<file path="src/rtl/icache_pkg.sv">
// Shared sizing for the instruction cache and its neighbours in the core.
package icache_pkg;

  localparam int ICACHE_INDEX_WIDTH = 6;
  localparam int ICACHE_TAG_WIDTH   = 32 - ICACHE_INDEX_WIDTH - 1;
  localparam int ROB_WIDTH          = 4;

endpackage

</file>
<file path="src/rtl/icache_array.sv">
// Direct-mapped entry storage: one combinational read port, one synchronous
// write port. Only the valid bits are reset; tag and payload need no reset
// because they are never consulted while the valid bit is clear.
module icache_array
  import icache_pkg::*;
#(
  parameter int INDEX_WIDTH = ICACHE_INDEX_WIDTH,
  parameter int TAG_WIDTH   = 32 - INDEX_WIDTH - 1
) (
  input  logic                   clk_in,
  input  logic                   rst_in,
  input  logic [INDEX_WIDTH-1:0] rd_index,
  output logic                   rd_valid,
  output logic [TAG_WIDTH-1:0]   rd_tag,
  output logic [31:0]            rd_inst,
  output logic                   rd_is_c,
  input  logic                   wr_en,
  input  logic [INDEX_WIDTH-1:0] wr_index,
  input  logic [TAG_WIDTH-1:0]   wr_tag,
  input  logic [31:0]            wr_inst,
  input  logic                   wr_is_c
);

  localparam int ENTRIES = 1 << INDEX_WIDTH;

  logic [ENTRIES-1:0]   valid_q;
  logic [TAG_WIDTH-1:0] tag_mem  [ENTRIES];
  logic [31:0]          inst_mem [ENTRIES];
  logic                 is_c_mem [ENTRIES];

  // Valid bits: cleared by reset, set by each fill.
  always_ff @(posedge clk_in) begin
    if (rst_in) begin
      valid_q <= '0;
    end else if (wr_en) begin
      valid_q[wr_index] <= 1'b1;
    end
  end

  // Payload write on fill.
  always_ff @(posedge clk_in) begin
    if (wr_en) begin
      tag_mem[wr_index]  <= wr_tag;
      inst_mem[wr_index] <= wr_inst;
      is_c_mem[wr_index] <= wr_is_c;
    end
  end

  // Combinational read of the entry selected by the current fetch PC.
  always_comb begin
    rd_valid = valid_q[rd_index];
    rd_tag   = tag_mem[rd_index];
    rd_inst  = inst_mem[rd_index];
    rd_is_c  = is_c_mem[rd_index];
  end

endmodule

</file>
<file path="src/rtl/icache.sv">
// Direct-mapped instruction cache between the decoder fetch port and the
// memory controller, keyed on halfword PC so RV32C fetches cache cleanly.
//
//   state  | meaning
//   IDLE   | sample fetch request, hit -> respond, miss -> issue memory fetch
//   MISS   | waiting for memctrl completion pulse, then fill and respond
//   RESP   | response pulse in flight; stale decoder request ignored
module icache
  import icache_pkg::*;
#(
  parameter int INDEX_WIDTH = ICACHE_INDEX_WIDTH
) (
  input  logic        clk_in,
  input  logic        rst_in,
  input  logic        rdy_in,
  input  logic        clear,
  input  logic        if_enable,
  input  logic [31:0] if_addr,
  output logic        inst_ready,
  output logic [31:0] inst_val,
  output logic        is_c,
  output logic        mem_if_enable,
  output logic [31:0] mem_if_addr,
  input  logic        mem_if_ready,
  input  logic [31:0] mem_inst,
  input  logic        mem_is_c
);

  localparam int TAG_WIDTH = 32 - INDEX_WIDTH - 1;

  typedef enum logic [1:0] {
    S_IDLE,
    S_MISS,
    S_RESP
  } state_t;

  state_t      state, state_nxt;
  logic [31:1] miss_pc, miss_pc_nxt;
  logic        inst_ready_nxt, is_c_nxt, mem_if_enable_nxt;
  logic [31:0] inst_val_nxt, mem_if_addr_nxt;
  logic        fill;

  logic                 rd_valid, rd_is_c, hit;
  logic [TAG_WIDTH-1:0] rd_tag;
  logic [31:0]          rd_inst;

  icache_array #(
    .INDEX_WIDTH (INDEX_WIDTH),
    .TAG_WIDTH   (TAG_WIDTH)
  ) u_array (
    .clk_in   (clk_in),
    .rst_in   (rst_in),
    .rd_index (if_addr[INDEX_WIDTH:1]),
    .rd_valid (rd_valid),
    .rd_tag   (rd_tag),
    .rd_inst  (rd_inst),
    .rd_is_c  (rd_is_c),
    .wr_en    (fill && rdy_in),
    .wr_index (miss_pc[INDEX_WIDTH:1]),
    .wr_tag   (miss_pc[31:INDEX_WIDTH+1]),
    .wr_inst  (mem_inst),
    .wr_is_c  (mem_is_c)
  );

  assign hit = rd_valid && (rd_tag == if_addr[31:INDEX_WIDTH+1]);

  // State and output registers; everything freezes while rdy_in is low.
  always_ff @(posedge clk_in) begin
    if (rst_in) begin
      state         <= S_IDLE;
      miss_pc       <= '0;
      inst_ready    <= 1'b0;
      inst_val      <= '0;
      is_c          <= 1'b0;
      mem_if_enable <= 1'b0;
      mem_if_addr   <= '0;
    end else if (rdy_in) begin
      state         <= state_nxt;
      miss_pc       <= miss_pc_nxt;
      inst_ready    <= inst_ready_nxt;
      inst_val      <= inst_val_nxt;
      is_c          <= is_c_nxt;
      mem_if_enable <= mem_if_enable_nxt;
      mem_if_addr   <= mem_if_addr_nxt;
    end
  end

  // Next-state and next-output logic; clear drops any fill in progress.
  always_comb begin
    state_nxt         = state;
    miss_pc_nxt       = miss_pc;
    inst_ready_nxt    = inst_ready;
    inst_val_nxt      = inst_val;
    is_c_nxt          = is_c;
    mem_if_enable_nxt = mem_if_enable;
    mem_if_addr_nxt   = mem_if_addr;
    fill              = 1'b0;
    if (clear) begin
      state_nxt         = S_IDLE;
      inst_ready_nxt    = 1'b0;
      mem_if_enable_nxt = 1'b0;
    end else begin
      case (state)
        S_IDLE: begin
          if (if_enable) begin
            if (hit) begin
              inst_val_nxt   = rd_inst;
              is_c_nxt       = rd_is_c;
              inst_ready_nxt = 1'b1;
              state_nxt      = S_RESP;
            end else begin
              mem_if_enable_nxt = 1'b1;
              mem_if_addr_nxt   = if_addr;
              miss_pc_nxt       = if_addr[31:1];
              state_nxt         = S_MISS;
            end
          end
        end
        S_MISS: begin
          if (mem_if_ready) begin
            fill              = 1'b1;
            inst_val_nxt      = mem_inst;
            is_c_nxt          = mem_is_c;
            inst_ready_nxt    = 1'b1;
            mem_if_enable_nxt = 1'b0;
            state_nxt         = S_RESP;
          end
        end
        S_RESP: begin
          inst_ready_nxt = 1'b0;
          state_nxt      = S_IDLE;
        end
        default: state_nxt = S_IDLE;
      endcase
    end
  end

endmodule

</file>
<file path="config.mk">
export PLATFORM = sky130hd
export DESIGN_NAME = icache
export DESIGN_NICKNAME = d
export VERILOG_FILES = /design/src/rtl/icache_pkg.sv /design/src/rtl/icache_array.sv /design/src/rtl/icache.sv
export SDC_FILE = /design/constraint.sdc
export NUM_CORES = 2
export LEC_CHECK = 0
export ABC_AREA = 1
export BUFFER_PORTS_ARGS = -buffer_cell sky130_fd_sc_hd__buf_2
export CAP_MARGIN = 20
export CORE_ASPECT_RATIO = 0.8
export CORE_MARGIN = 3
export CORE_UTILIZATION = 30
export CTS_CLUSTER_SIZE = 12
export DETAILED_ROUTE_END_ITERATION = 12
export PLACE_DENSITY = 0.46
export SLEW_MARGIN = 20
export SYNTH_ARGS = -nofsm -noshare
export SYNTH_HDL_FRONTEND = slang
export SYNTH_SLANG_ARGS = --single-unit
</file>
<file path="constraint.sdc">
create_clock -name clk_in -period 5.8 [get_ports clk_in]
set_input_delay 1.16 -clock clk_in [delete_from_list [all_inputs] [get_ports clk_in]]
set_output_delay 1.16 -clock clk_in [all_outputs]
set_load 0.005 [all_outputs]
</file>
Word level (Yosys, flattened, before mapping)
Memories as Yosys holds them, arrays and structs flattened.
Index checks and enable logic that the tools add are counted.
Widths: inputs -> output; s select.

word-level totals
  flip-flop bits (word level) = 164
  bits in latches = 0
  RAM bits = 3712
  memory bits (read-only) = 0
  input bits = 71
  output and inout bits = 67
  logic and storage cells = 71
  memories = 3

memories
  memory            words  width  read ports  clocked after memory_dff  write ports  line                source
  u_array.inst_mem  64     32     1           0                         1            icache_array.sv:28  logic [31:0] inst_mem [ENTRIES];
  u_array.tag_mem   64     25     1           0                         1            icache_array.sv:27  logic [TAG_WIDTH-1:0] tag_mem [ENTRIES];
  u_array.is_c_mem  64     1      1           0                         1            icache_array.sv:29  logic is_c_mem [ENTRIES];

operators by class
  add/sub/neg operators = 0
  multiply operators = 0
  divide/modulo/power cells = 0
  $lt $le $gt $ge = 3
  equality and inequality tests = 10
  shift operators = 0
  mux-type cells = 32
  bitwise operators = 3
  reduce and logical (&&, ||, !) cells = 12

operators with widths
  kind                count
  $mux 32             3
  $or 64x64->64       1
  $pmux 32 s2         1
  $eq 25x25->1        1
  $mux 1              18
  $reduce_and 5->1    3
  $lt 6x7->1 const B  2
  $ne 3x3->1 const B  4
  $mux 2              4
  $bmux 1 s6          1
  $demux 1 s6         1
  $ge 6x1->1 const B  1
  $ne 2x2->1 const B  3
  $reduce_and 6->1    1
  $pmux 1 s2          2
  $pmux 2 s2          1
  $reduce_bool 4->1   1
  $logic_and 1x1->1   3
  $pmux 1 s3          1
  $reduce_and 3->1    1
  $reduce_bool 3->1   1
  $eq 2x1->1 const B  1
  $eq 2x2->1 const B  1
  $logic_not 2->1     1
  other kinds (2)     3

Depth between registers and ports, before layout
  depth after elaboration = 7
  depth in mapped cells = 26
  mapped depth without buffers = 22

By module
From an unflattened synthesis, not the netlist that was laid out.

unflattened totals
  cell total of the unflattened synthesis = 13219
  area total of the unflattened synthesis = 154999.9 um^2

modules (own cells, without submodules)
  module        instances  cells an instance  area an instance (um^2)  sequential area each (um^2)
  icache_array  1          12513              151059.9                 112748.1
  icache        1          706                3940.0                   1381.3

Least setup slack after synthesis
No wires, ideal clock.

  path type = input to register
  start point = input clear
  end point = memory u_array.inst_mem[24][0], enable pin
  setup time = 0.476 ns
  arrival time = 4.266 ns
  required time = 5.324 ns
  setup slack = 1.058 ns
  stages = 5
  buffers on the path = 0
  cells stage by stage = inv_1 > nand4_1 > inv_1 > nand4_1 > nor2_1

on the way
  cells in the longest elaborated chain, start to end = 4

ends and longest elaborated chain
  item                          line                source
  from (decl)                   icache.sv:16        input logic clear,
  $mux 1                        icache.sv:98        if (clear) begin
  $logic_and 1x1->1             icache.sv:58        .wr_en (fill && rdy_in),
  $mux 1                        icache_array.sv:42  if (wr_en) begin
  $mux 1 (implied by the code)  icache_array.sv:44  inst_mem[wr_index] <= wr_inst;
  to (decl)                     icache_array.sv:28

Every way passes these cells.

Worst setup path in the final report
  start point = input if_addr[1]
  end point = register mem_if_addr[27]

on the way
  cells in the longest elaborated chain, start to end = 5
  elaborated cells between the ends (all ways) = 7
  those cells by class = eq/ne (1); mux (2); bitwise (1); reduce/logical (2); memory (1)

ends and longest elaborated chain
  item                                         line                              source
  from (decl)                                  icache.sv:18                      input logic [31:0] if_addr,
  $mem_v2 64x25 or $bmux 1 s6 (tied branches)  n/a
  $eq 25x25->1 or $mux 1 (tied branches)       icache.sv:65, icache_array.sv:51
  $logic_and 1x1->1 (*)                        icache.sv:65                      assign hit = rd_valid && (rd_tag == if_addr[31:INDEX_WIDTH+1]);
  $not 1->1 (no source line) (*)               n/a
  $reduce_and 5->1 (no source line) (*)        n/a
  to (signal assigned)                         icache.sv:84                      mem_if_addr <= mem_if_addr_nxt;
  to (decl)                                    icache.sv:23                      output logic [31:0] mem_if_addr,

Mark *: on every way between the ends. The rest lies on a longest branch, timed or not. The select of a mux whose other input is x is not followed.
A chain may end at the register's enable or synchronous reset.

==> results.md <==
* Power per cell area at 334 nW/um^2
* CP startpoint kind: input pin
* Fin cells at 19,161
* Crit. path cell count at 22
* GRT Util Overall at 0.212
* Final hold vios at 0
* Post-synthesis cell type count at 32
* Highest Signal Layer: met5
* Area of the mapped netlist at 152,000 sq um
* Routed wl met3 at 41,300 microns
* RSZ-0062 raised after global routing: no
* Critical Path RT at 6.74 ns
* Die width at 801 microns
* # setup viols final at 0
* Initial antenna violation count at 67
* Die H at 642 microns
* M1 WL at 258,000 microns
* Fin crit period at 4.59 ns
* EDFF count, synth at 3,712
* Critical path's top delay family: simple AND/OR/NAND/NOR gates
* Synth Warn # at 0
* Remaining DRCs at 0
* R2R depth at 7
* DR WL/cell at 29.7 microns
* Post-CTS Setup Inserts at 0
* Fin crit share at 0.792
* Initial drt markers at 14,004
* Total CTS buffers at 405
* Initial core utilization at 0.302
* CP startpoint: if_addr[1]
* Number of routed nets with antenna violations at 0
* CORE AREA at 501,000 sq um
* Area growth from synthesis to layout at 15.3%
* FF+latch count, synth at 3,845
* Layout cells sized above 1 at 0.0949
* Syn Nets at 12,113
* Worst setup EP type: flip-flop
* Wirelength, routed at 569,000 microns
* Post-synthesis async set-or-reset flop share at 0
* Max clock buf depth at 4
* Via count at 102,559
* Placed Cells at 18,421
* Iteration count of the initial detailed-routing pass at 6
* Syn Inst Count at 12,042
* Clock Latency Late Sink at 1.05 ns
* Routability cong. at 0.775
* Worst VDD drop at 0.257 mV
* Max-Cap Viols at 0
* Critical path capture point: mem_if_addr[27]$_SDFFE_PP0P_
* Largest net degree at the start of global routing at 179
* Port Buffers at 137
* CP max FO at 75
* Register area at 114,000 sq um
* CTS tree: built
* Leakage at 57.8 nW
* Mapped Avg Cell Area at 12.6 sq um
* Crit-path slowest cell: inv_2
* Clk sinks at 3,845
* Slew HR at 0.233
* Crit path buf inv count at 7
* Fill cells at 49,052
* Layout Skew at 0.0713 ns
* Final setup TNS at 0 ns
* Main synth FF type: edfxtp_1
* Fmax at 218 MHz
* Vias per cell at 5.35
* Reg2reg end: u_array.inst_mem[6][2]$_DFFE_PP_
* Area occupied by multi-input gates at 33,900 sq um
* Outcome: completed
* Slew @ Worst Pin at 1.15 ns
* Arr. time, crit path at 5.53 ns
* Io pins at 138
* Clock Tree Root: clkbuf_16
* Critical path's largest stage delay at 0.46 ns
* CP Cell Sequence: buf_12 -> inv_16 -> buf_12 -> buf_4 -> buf_4 -> nand2_1 -> nand3_1 -> nand3_1 -> nand3_1 -> nand3_1 -> nand3_1 -> nand3b_1 -> nand2_1 -> nor2_1 -> nand2_1 -> nor2_1 -> nand3_2 -> nand4_1 -> buf_12 -> inv_2 -> nand2_1 -> a21oi_1
* CTS resizes at 0
* Die ar. at 514,000 sq um
* Sequential area share after synthesis at 0.753
* WL met2 at 256,000 microns
* Final Max Tran Viols at 0
* First-pass GRT wire length at 786,000 microns
* R2R Setup Slk at 1.87 ns
* Hpwl dp at 291,000 microns
* GRT overflow at 0
* Vias in the first global route at 94,764
* FP Rows at 232
* Crit Reg-Reg Startpoint: state[0]$_SDFFE_PP0P_
* Htree depth at 5
* Setup CP Type: in -> reg
* Crit path top cell by count: nand3_1
* Clk pin slew, worst setup/hold paths at 0.06 ns
* Worst Hold Path Cells at 3
* Worst min path class: in -> reg
* Hold buffers post-CTS at 0
* Layout Nets at 12,231
area by class of cell:
type | instances | area share
inverter | 36 | 0.00107
tap | 6669 | 0.0477
timing repair buffer | 572 | 0.0340
multi-input combinational | 7300 | 0.194
antenna | 6 | 0.0000859
clock buffer | 566 | 0.0631
clock inverter | 167 | 0.00660
sequential | 3845 | 0.653
sequential cells by signal, summed over array words and instances (netlist names):
name,cells
mem_if_enable,1
state,2
is_c,1
u_array.tag_mem,1600
mem_if_addr,32
inst_ready,1
inst_val,32
u_array.is_c_mem,64
u_array.valid_q,64
u_array.inst_mem,2048
metrics by stage:
| step | utilization | hold WS, ns | instance area (sq um) | power [mW] | worst slack, ns |
|---|---|---|---|---|---|
| finish | 0.349 | 0.408 | 175000 | 58.4 | 1.21 |
| global route | 0.349 | 0.382 | 175000 | 60.2 | 0.966 |
| CTS | 0.349 | 0.341 | 175000 | 58.8 | 1.29 |
| detailed placement | 0.324 | 0.456 | 163000 | 34.4 | 0.206 |
| global placement | 0.324 | 0.449 | 162000 | 34.4 | 0.208 |
| floorplan | - | 0.440 | 152000 | 32.8 | 1.06 |
routing by layer:
layer | vias to the layer above | track usage
li1 | 44417 | -
met1 | 52916 | 0.316
met2 | 4480 | 0.330
met3 | 742 | 0.0251
met4 | 4 | 0.0506
met5 | - | 0
logic make-up (layout without fill, tap and decap cells):
kind of cell	Yosys count	count (layout)	synth area share
AND/OR/NAND/NOR	5226	5226	0.144
flip-flops	3845	3845	0.753
AO/OA/AOI/OAI	2074	2074	0.0765
buffers and inverters	897	1341	0.0263
other	0	6	0
worst reg2reg max path, stage by stage, from the launching register on:
cell     delay (ns)
dfxtp_1        0.38
inv_1          0.12
nor2_4         0.10
nand4_1        0.37
inv_1          0.35
nand3_1        0.70
nor2_4         1.08
buf_4          0.45
synth_stat cells, types with 21 or more instances:
library cell  number  area share
o22ai_1          512       0.021
dfxtp_1          133       0.018
buf_4             23      0.0011
o221ai_1          93      0.0054
edfxtp_1        3712        0.74
nand2_1         1929       0.048
buf_2            405       0.013
inv_1             32     0.00079
nor2_1          1553       0.038
buf_1             52      0.0013
o21ai_0         1291       0.043
clkbuf_1         377      0.0093
o211ai_1          31      0.0015
a21oi_1           85      0.0028
a31oi_1           21     0.00087
nand3_1         1711       0.057
where the power goes:
group          internal [mW]  leakage, nW  switching (mW)  total, mW
Combinational          0.836         15.3            2.50       3.34
Clock                   13.5         5.94            11.2       24.7
Sequential              30.4         36.6          0.0366       30.4
Total                   44.7         57.8            13.7       58.4
placed cells by master (no fill, tap or decap), drive strengths merged:
cell      count
diode         6
nand3b       12
nor2       1553
dfxtp       133
or2           3
clkbuf      566
clkinv      148
nand4         4
bufinv        5
o21bai        3
o221ai       93
a31oi        21
nor3         13
o22ai       512
inv          49
a32o          1
nand2      1929
buf         572
nand3      1712
o32ai        18
a21oi        85
o21ai      1301
edfxtp     3712
o311ai        9
clkinvlp      1
o211ai       31
worst min path at each step:
| stage | from | end | slack (ns) |
|---|---|---|---|
| 2_1_floorplan | u_array.valid_q[11]$_SDFFE_PP0P_ | u_array.valid_q[11]$_SDFFE_PP0P_ | 0.44 |
| 3_3_place_gp | u_array.valid_q[52]$_SDFFE_PP0P_ | u_array.valid_q[52]$_SDFFE_PP0P_ | 0.45 |
| 3_5_place_dp | inst_val[3]$_SDFFE_PP0P_ | inst_val[3]$_SDFFE_PP0P_ | 0.46 |
| 4_1_cts | if_addr[29] | mem_if_addr[29]$_SDFFE_PP0P_ | 0.34 |
| 5_1_grt | if_addr[29] | mem_if_addr[29]$_SDFFE_PP0P_ | 0.38 |
| 6_report | if_addr[29] | mem_if_addr[29]$_SDFFE_PP0P_ | 0.41 |
No activity file was read; power rests on OpenSTA's default activity.
